<file path="src/rtl/fpq_sched_pkg.sv">
// fpq_sched_pkg: shared phase encodings, traffic-class codes and default counter width.
package fpq_sched_pkg;
  localparam int CW_DEF = 12;
  typedef enum logic [1:0] {
    PH_IDLE  = 2'b00,
    PH_OPEN  = 2'b01,
    PH_GUARD = 2'b10,
    PH_TT    = 2'b11
  } phase_e;
  localparam logic [1:0] TC_PCF = 2'b00;
  localparam logic [1:0] TC_TT  = 2'b01;
  localparam logic [1:0] TC_BE  = 2'b10;
  localparam logic [1:0] TC_RC  = 2'b11;
endpackage

</file>
<file path="src/rtl/tt_gate_sched_cycle_timer.sv">
// cycle_timer: schedule-cycle counter; restarts at 0 on the first enabled edge, holds 0 when disabled.
module cycle_timer #(
  parameter int             CW        = 12,
  parameter logic [CW-1:0]  CYCLE_LEN = 'h100
) (
  input  logic          clk,
  input  logic          rst_n,
  input  logic          i_en,
  output logic [CW-1:0] o_cnt,
  output logic [CW-1:0] o_cnt_nxt
);
  logic          r_run;
  logic [CW-1:0] r_cnt;
  assign o_cnt_nxt = (!i_en || !r_run || r_cnt == CYCLE_LEN - 1'b1) ? '0 : r_cnt + 1'b1;
  assign o_cnt     = r_cnt;
  always_ff @(posedge clk or negedge rst_n) begin
    if (!rst_n) begin
      r_cnt <= '0;
      r_run <= 1'b0;
    end else begin
      r_cnt <= o_cnt_nxt;
      r_run <= i_en;
    end
  end
endmodule

</file>
<file path="src/rtl/tt_gate_sched.sv">
// tt_gate_sched: time-triggered gate scheduler with guard band and low-priority busy tracking.
// Optional 8-bit saturating overrun counter enabled by macro TT_GATE_OVERRUN_CNT_EN.
module tt_gate_sched
  import fpq_sched_pkg::*;
#(
  parameter int            N_L       = 2,
  parameter int            CW        = CW_DEF,
  parameter logic [CW-1:0] CYCLE_LEN = 'h100,
  parameter logic [CW-1:0] TT_START  = 'h040,
  parameter logic [CW-1:0] TT_LEN    = 'h020,
  parameter logic [CW-1:0] GUARD     = 'h010
) (
  input  logic           clk,
  input  logic           rst_n,
  input  logic           sched_en,
  input  logic           bool_go_H,
  input  logic [N_L-1:0] bool_go_L,
  input  logic [N_L-1:0] done_L,
  output logic           ena_n_H,
  output logic [N_L-1:0] ena_n_L,
  output logic [1:0]     phase,
  output logic [CW-1:0]  cycle_cnt,
`ifdef TT_GATE_OVERRUN_CNT_EN
  output logic           overrun,
  output logic [7:0]     overrun_cnt
`else
  output logic           overrun
`endif
);
  if (!(({1'b0, GUARD} + {1'b0, TT_LEN}) < {1'b0, CYCLE_LEN} &&
        ({1'b0, TT_START} + {1'b0, TT_LEN}) <= {1'b0, CYCLE_LEN})) begin : g_bad_cfg
    $error("tt_gate_sched: GUARD+TT_LEN must be < CYCLE_LEN and TT_START+TT_LEN <= CYCLE_LEN");
  end
  logic [CW-1:0]  w_cnt_nxt;
  phase_e         w_state_nxt;
  logic [N_L-1:0] w_busy_nxt;
  logic           w_ovr;
  logic           w_unused_go_H;
  phase_e         r_state;
  logic [N_L-1:0] r_busy;
  logic           r_ena_n_H;
  logic [N_L-1:0] r_ena_n_L;
  logic           r_overrun;
  cycle_timer #(.CW(CW), .CYCLE_LEN(CYCLE_LEN)) u_timer (
    .clk       (clk),
    .rst_n     (rst_n),
    .i_en      (sched_en),
    .o_cnt     (cycle_cnt),
    .o_cnt_nxt (w_cnt_nxt)
  );
  // Guard distance is measured backwards from TT_START so the band may wrap past count 0.
  function automatic phase_e phase_of(input logic [CW-1:0] c);
    logic [CW:0] d;
    d = (c <= TT_START) ? {1'b0, TT_START} - {1'b0, c}
                        : {1'b0, TT_START} + {1'b0, CYCLE_LEN} - {1'b0, c};
    return (c >= TT_START && {1'b0, c} < {1'b0, TT_START} + {1'b0, TT_LEN}) ? PH_TT :
           (d != '0 && d <= {1'b0, GUARD}) ? PH_GUARD : PH_OPEN;
  endfunction
  always_comb begin
    w_state_nxt = sched_en ? phase_of(w_cnt_nxt) : PH_IDLE;
    w_busy_nxt  = (r_busy & ~done_L) | bool_go_L;
    w_ovr       = w_state_nxt == PH_TT && r_state != PH_TT && |w_busy_nxt;
  end
  assign w_unused_go_H = bool_go_H;
  always_ff @(posedge clk or negedge rst_n) begin
    if (!rst_n) begin
      r_state   <= PH_IDLE;
      r_busy    <= '0;
      r_ena_n_H <= 1'b1;
      r_ena_n_L <= '1;
      r_overrun <= 1'b0;
    end else begin
      r_state   <= w_state_nxt;
      r_busy    <= w_busy_nxt;
      r_ena_n_H <= w_state_nxt != PH_TT;
      r_ena_n_L <= w_state_nxt == PH_OPEN  ? '0 :
                   w_state_nxt == PH_GUARD ? ~w_busy_nxt : '1;
      r_overrun <= w_ovr;
    end
  end
  assign phase   = r_state;
  assign ena_n_H = r_ena_n_H;
  assign ena_n_L = r_ena_n_L;
  assign overrun = r_overrun;
`ifdef TT_GATE_OVERRUN_CNT_EN
  logic [7:0] r_ovr_cnt;
  always_ff @(posedge clk or negedge rst_n) begin
    if (!rst_n) r_ovr_cnt <= '0;
    else if (w_ovr && r_ovr_cnt != 8'hFF) r_ovr_cnt <= r_ovr_cnt + 8'd1;
  end
  assign overrun_cnt = r_ovr_cnt;
`endif
endmodule

</file>
<file path="config.mk">
export PLATFORM = sky130hd
export DESIGN_NAME = tt_gate_sched
export DESIGN_NICKNAME = d
export VERILOG_FILES = /design/src/rtl/fpq_sched_pkg.sv /design/src/rtl/tt_gate_sched_cycle_timer.sv /design/src/rtl/tt_gate_sched.sv
export SDC_FILE = /design/constraint.sdc
export NUM_CORES = 1
export LEC_CHECK = 0
export CORE_MARGIN = 5
export CORE_UTILIZATION = 52
export CTS_CLUSTER_SIZE = 8
export DETAILED_ROUTE_END_ITERATION = 7
export GPL_TIMING_DRIVEN = 0
export PLACE_DENSITY = 0.83
export SETUP_SLACK_MARGIN = 0.2
export SYNTH_ARGS = -nofsm -noshare
export SYNTH_HDL_FRONTEND = slang
export SYNTH_SLANG_ARGS = --single-unit
</file>
<file path="constraint.sdc">
create_clock -name clk -period 3.8 [get_ports clk]
set_clock_uncertainty 0.1 [all_clocks]
set_input_delay 0.38 -clock clk [delete_from_list [all_inputs] [get_ports clk]]
set_output_delay 0.38 -clock clk [all_outputs]
set_load 0.005 [all_outputs]
</file>
Word-level counts from Yosys, hierarchy flattened
Index checks and enable logic that the tools add are counted.
- bits in registers: 21
- input port bits: 8
- logic and storage cells: 41
- add/subtract/negate cells: 3
- $lt $le $gt $ge: 4
- equality and inequality tests: 6
- muxes and demuxes: 7
- bitwise gates (word level): 4
- reduce and logical (&&, ||, !) cells: 10
- operator list (operator ; number):
    $le A13 B5 Y1 const B ; 1
    $mux W13 ; 1
    $reduce_bool A13 Y1 ; 1
    $sub A7 B12 Y13 const A ; 1
    $sub A9 B12 Y13 const A ; 1
    $add A12 B1 Y12 const B ; 1
    $eq A12 B8 Y1 const B ; 1
    $ge A12 B7 Y1 const B ; 1
    $le A12 B7 Y1 const B ; 1
    $lt A12 B7 Y1 const B ; 1
    $mux W12 ; 1
    $mux W2 ; 5
    $eq A2 B2 Y1 const B ; 2
    $logic_and A1 B1 Y1 ; 4
    $ne A2 B2 Y1 const B ; 2
    $not A2 Y2 ; 2
    $and A2 B2 Y2 ; 1
    $eq A2 B1 Y1 const B ; 1
    $logic_not A1 Y1 ; 2
    $logic_or A1 B1 Y1 ; 2
    $or A2 B2 Y2 ; 1
    $reduce_or A2 Y1 ; 1

Longest topological paths before layout
- depth after elaboration: 14
- mapped depth: 6
- mapped depth without buffers: 6

Cells and area by module
Synthesis repeated with hierarchy kept, for this count alone.
- cells, all modules: 84
- area, all modules: 978.4 µm²
- modules (own cells, without submodules) (module ; times used ; cells each ; area an instance (µm²) ; sequential area each (µm²)):
    cycle_timer ; 1 ; 60 ; 651.9 ; 325.3
    tt_gate_sched ; 1 ; 24 ; 326.6 ; 203.9

Worst setup path after synthesis
OpenSTA, ideal clock, no wires.
- kind: reg-to-reg
- from: register u_timer.r_cnt[9] (netlist: u_timer.o_cnt[9])
- to: register r_overrun (netlist: overrun)
- library setup time: 94 ps
- arrival: 1840 ps
- data required time: 3606 ps
- path slack: 1767 ps
- stages on the path, launching flop included: 6
- path buffers: 0
- period minus slack after synthesis: 2033 ps
- path through: dfrtp_1 > or4_4 > o31ai_4 > o21bai_4 > o211ai_4 > a221oi_2
- word-level cells in the longest chain between the ends: 13
- elaborated cells on any way between the ends: 20
- those cells by class: add/sub: 3; order compare: 4; eq/ne: 2; mux: 5; reduce/logical: 6
- ends and longest elaborated chain (item ; line ; text):
    from (decl) ; tt_gate_sched_cycle_timer.sv:13 ; logic [CW-1:0] r_cnt;
    from (signal assigned) ; tt_gate_sched_cycle_timer.sv:21 ; r_cnt <= o_cnt_nxt;
    parallel branches: the longest is 2 deep, another holds $add A12 B1 Y12 ; n/a ;
    $mux W12 (*) ; tt_gate_sched_cycle_timer.sv:14 ; assign o_cnt_nxt = (!i_en || !r_run || r_cnt == CYCLE_LEN - 1'b1) ? '0 : r_cnt + 1'b1;
    $sub A9 B12 Y13 (tied with other cells) ; tt_gate_sched.sv:55 ; : {1'b0, TT_START} + {1'b0, CYCLE_LEN} - {1'b0, c};
    $mux W13 ; tt_gate_sched.sv:54 ; d = (c <= TT_START) ? {1'b0, TT_START} - {1'b0, c}
    $le A13 B5 Y1 or $reduce_bool A13 Y1 (tied branches) ; tt_gate_sched.sv:57 ; (d != '0 && d <= {1'b0, GUARD}) ? PH_GUARD : PH_OPEN;
    $logic_and A1 B1 Y1 ; tt_gate_sched.sv:57 ;
    $mux W2 ; tt_gate_sched.sv:57 ;
    $mux W2 (*) ; tt_gate_sched.sv:56 ; return (c >= TT_START && {1'b0, c} < {1'b0, TT_START} + {1'b0, TT_LEN}) ? PH_TT :
    $mux W2 (*) ; tt_gate_sched.sv:60 ; w_state_nxt = sched_en ? phase_of(w_cnt_nxt) : PH_IDLE;
    $eq A2 B2 Y1 (*) ; tt_gate_sched.sv:62 ; w_ovr = w_state_nxt == PH_TT && r_state != PH_TT && |w_busy_nxt;
    $logic_and A1 B1 Y1 (*) (2 in series) ; tt_gate_sched.sv:62 ;
    named net w_ovr ; tt_gate_sched.sv:37 ; logic w_ovr;
    to (signal assigned) ; tt_gate_sched.sv:78 ; r_overrun <= w_ovr;
    to (decl) ; tt_gate_sched.sv:43 ; logic r_overrun;
Mark *: on every way through the listed nets, which the timed path passes.

Worst setup path after layout
- from: input port sched_en
- to: register r_ena_n_L[1] (netlist: ena_n_L[1])
- word-level cells in the longest chain between the ends: 14
- elaborated cells on any way between the ends: 21
- those cells by class: add/sub: 2; order compare: 4; eq/ne: 2; mux: 7; reduce/logical: 6
- ends and longest elaborated chain (item ; line ; text):
    from (decl) ; tt_gate_sched.sv:15 ; input logic sched_en,
    $logic_not A1 Y1 ; tt_gate_sched_cycle_timer.sv:14 ;
    $logic_or A1 B1 Y1 (2 in series) ; tt_gate_sched_cycle_timer.sv:14 ;
    $mux W12 ; tt_gate_sched_cycle_timer.sv:14 ;
    $sub A9 B12 Y13 (tied with other cells) ; tt_gate_sched.sv:55 ;
    $mux W13 ; tt_gate_sched.sv:54 ;
    $le A13 B5 Y1 or $reduce_bool A13 Y1 (tied branches) ; tt_gate_sched.sv:57 ;
    $logic_and A1 B1 Y1 ; tt_gate_sched.sv:57 ;
    $mux W2 ; tt_gate_sched.sv:57 ;
    $mux W2 ; tt_gate_sched.sv:56 ;
    $mux W2 (*) ; tt_gate_sched.sv:60 ;
    $eq A2 B2 Y1 ; tt_gate_sched.sv:77 ; w_state_nxt == PH_GUARD ? ~w_busy_nxt : '1;
    $mux W2 ; tt_gate_sched.sv:77 ;
    $mux W2 (*) ; tt_gate_sched.sv:76 ; r_ena_n_L <= w_state_nxt == PH_OPEN ? '0 :
    to (signal assigned) ; tt_gate_sched.sv:76 ;
    to (decl) ; tt_gate_sched.sv:42 ; logic [N_L-1:0] r_ena_n_L;
Mark *: on every way between the ends. The rest lies on a longest branch, timed or not.

==> impl_metrics.py <==
metrics = {
    "cts": {
        "cts_root_buf": "clkbuf_4",
        "ctsHoldBuffers": 0,
        "cts_buffers": 3,
        "cts_tree": "done",
        "clkTransAtPathRegs_ns": 0.11,
        "cts_setup_buffers": 0,
        "h-tree-depth": 1,
        "clkSinkCount": 21,
        "worstSkewPairLatency_ns": 0.31,
        "cts_buffer_depth": 2,
        "cts_resized": 0,
    },
    "synthesis": {
        "synth_cells": 105,
        "synthesis.nets": 114,
        "ys_async_sr_fraction_pct": 100,
        "synth_seq_area_share_pct": 47.2,
        "dominantRegCellSynth": "dfrtp_1",
        "synth_area_um2": 1120,
        "netlist-cell-type-count": 41,
        "yosysWarningCount": 0,
        "synth_edf_count": 0,
        "ys_ff_latch": 21,
        "synth_area_per_cell_um2": 10.7,
    },
    "route": {
        "wl_per_cell_um": 14.5,
        "first_pass_iters": 4,
        "ant_nets": 0,
        "wl_met1_um": 1030,
        "wl_met2_um": 1120,
        "vias_per_cell": 5.67,
        "drt_iter0_markers": 19,
        "wl_met3_um": 130,
        "routed_wl_um": 2320,
        "route.detailed.drc": 0,
        "vias": 907,
        "top_layer_used": "met4",
    },
    "worst_setup_path": {
        "cp-end-kind": "register",
        "slowest_delay_ns": 0.64,
        "r2r_cells": 5,
        "critical_path_arrival_ns": 2.43,
        "cp_slowest_cell": "clkdlybuf4s50_1",
        "cp-start-kind": "input pin",
        "cp_data_required_time_ns": 3.93,
        "crit_fanout": 8,
        "critPathKind": "in2reg",
        "crit_chain": "clkdlybuf4s50_1, nand2_1, or4_4, a22oi_4, and3b_1, nor3_1",
    },
    "timing": {
        "fin_setup_tns_ns": 0,
        "period_minus_slack_ns": 2.29,
        "hold_violations": 0,
        "finalSetupViolations": 0,
        "rsz0062_at_grt": "false",
        "worst_slew_pin_slew_ns": 0.876,
        "drv_slew": 0,
        "whs_ns": 0.371,
        "fin_crit_sh_pct": 60.4,
        "max_freq_mhz": 436,
        "timing.slew.headroom_pct": 41.4,
    },
    "cells_and_area": {
        "fillers": 163,
        "antennaDiodeCount": 0,
        "fin_area_um2": 1420,
        "final_cell_mix": "24 x clkdlybuf4s50_1, 18 x dfrtp_1, 17 x nor2_1",
        "multi_input_area_um2": 556,
        "drive_gt1_share_pct": 18.0,
        "mostFrequentLayoutCell": "clkdlybuf4s50_1",
        "area.growth.synth_to_final_pct": 26.9,
        "final_core_util_pct": 71.1,
        "nets": 143,
        "seqCellArea_um2": 529,
    },
    "die": {
        "core_um2": 2000,
        "io_pins": 26,
        "die_y_um": 56.5,
        "std_cell_rows": 16,
        "start_util_pct": 56.1,
        "die-area_um2": 3190,
        "dieWidth_um": 56.5,
    },
    "pwr": {
        "vdd_drop_max_uv": 218,
        "power.density_nw_per_um2": 258,
        "p_leak_uw": 0.000583,
        "power_uw": 367,
    },
    "min_path": {
        "worstHoldPathCells": 1,
        "hp-class": "reg2reg",
    },
    "global_route": {
        "grt_pass1_wl_um": 3930,
        "grt_use_total_pct": 15.5,
        "grt_antenna_before_repair": 0,
        "grt_start_max_net_pins": 22,
        "grt_overflow_total": 0,
        "grt_pass1_vias": 868,
    },
    "placed_design": {
        "port_buffers": 24,
        "dpl.hpwl_um": 1760,
        "placed_area_um2": 1400,
        "routabilityCongestion": 0.883,
    },
    "status": {
        "status": "finished, final reports clean",
    },
    "flow_run": {
        "drv_cap": 0,
    },
}
-- report_power, final --
group,switching [µW],total (µW),internal [µW]
sequential,2.70,232,229
combinational,14.7,29.5,14.7
clock,67.0,106,39.3
-- state kept, by name (all words and copies together), names as in the netlist --
name,flops
r_busy,2
u_timer.o_cnt,12
overrun,1
ena_n_L,2
phase,2
u_timer.r_run,1
ena_n_H,1
-- path summary, 6_finish.rpt --
check	from	to	slack (ns)
min in group asynchronous	rst_n	u_timer.r_run	0.45
min reg2reg	phase[1]	overrun	0.37
max in group asynchronous	rst_n	u_timer.o_cnt[8]	2.61
max	sched_en	ena_n_L[1]	1.51
max reg2reg	u_timer.o_cnt[9]	overrun	1.53
min	phase[1]	overrun	0.37
-- cell families (layout without fill, tap and decap cells) --
kind of cell | after synthesis | in the layout | share of synthesized area, %
buffers and inverters | 7 | 35 | 3.34
and+or+nand+nor | 48 | 48 | 22.7
AOI/OAI and AO/OA | 18 | 18 | 17.5
adders and majority gates | 1 | 1 | 1.11
DFF | 21 | 21 | 47.2
muxes | 2 | 2 | 1.90
xor gates and xnor gates | 8 | 8 | 6.24
-- routing by layer --
metal,up-vias,global-route usage [%]
li1,430,-
met1,441,19.4
met2,31,26.2
met3,5,2.75
met4,0,6.10
met5,-,0
-- layout make-up --
type,count,area share [%]
Multi-Input combinational cell,77,39.0
Sequential cell,21,37.2
Timing Repair Buffer,24,16.9
Tap cell,27,2.37
Clock buffer,3,1.58
Buffer,2,1.32
Inverter,5,1.32
Clock inverter,1,0.351
-- worst max-delay path, delay by kind of cell --
family                 cells  cell delay (ns)
buffers and inverters      1             0.64
AOI/OAI and AO/OA          1             0.25
and+or+nand+nor            4             1.16
-- cells in the mapped netlist (2+ instances only) --
cell type / count / area share [%]
or2_2: 2 / 1.1
nor3_1: 3 / 1.3
nand4_1: 2 / 1.1
o21ai_0: 2 / 0.89
dfrtp_1: 18 / 40
nor4_1: 2 / 1.1
or4_4: 2 / 2.0
o211ai_1: 2 / 1.3
nand2_1: 7 / 2.3
inv_1: 5 / 1.7
a21oi_1: 2 / 0.89
xor2_1: 3 / 2.3
xnor2_1: 5 / 3.9
dfstp_2: 3 / 7.0
nand3_1: 5 / 2.2
nor2_1: 17 / 5.7
-- through the flow --
| step | instances | setup slack [ns] |
|---|---|---|
| 2_1_floorplan | 105 | 1.77 |
| 3_3_place_gp | 156 | 1.25 |
| 3_5_place_dp | 156 | 1.22 |
| 4_1_cts | 160 | 1.52 |
| 5_1_grt | 160 | 1.42 |
| 6_report | 160 | 1.51 |
(Power assumes the default switching activity.)
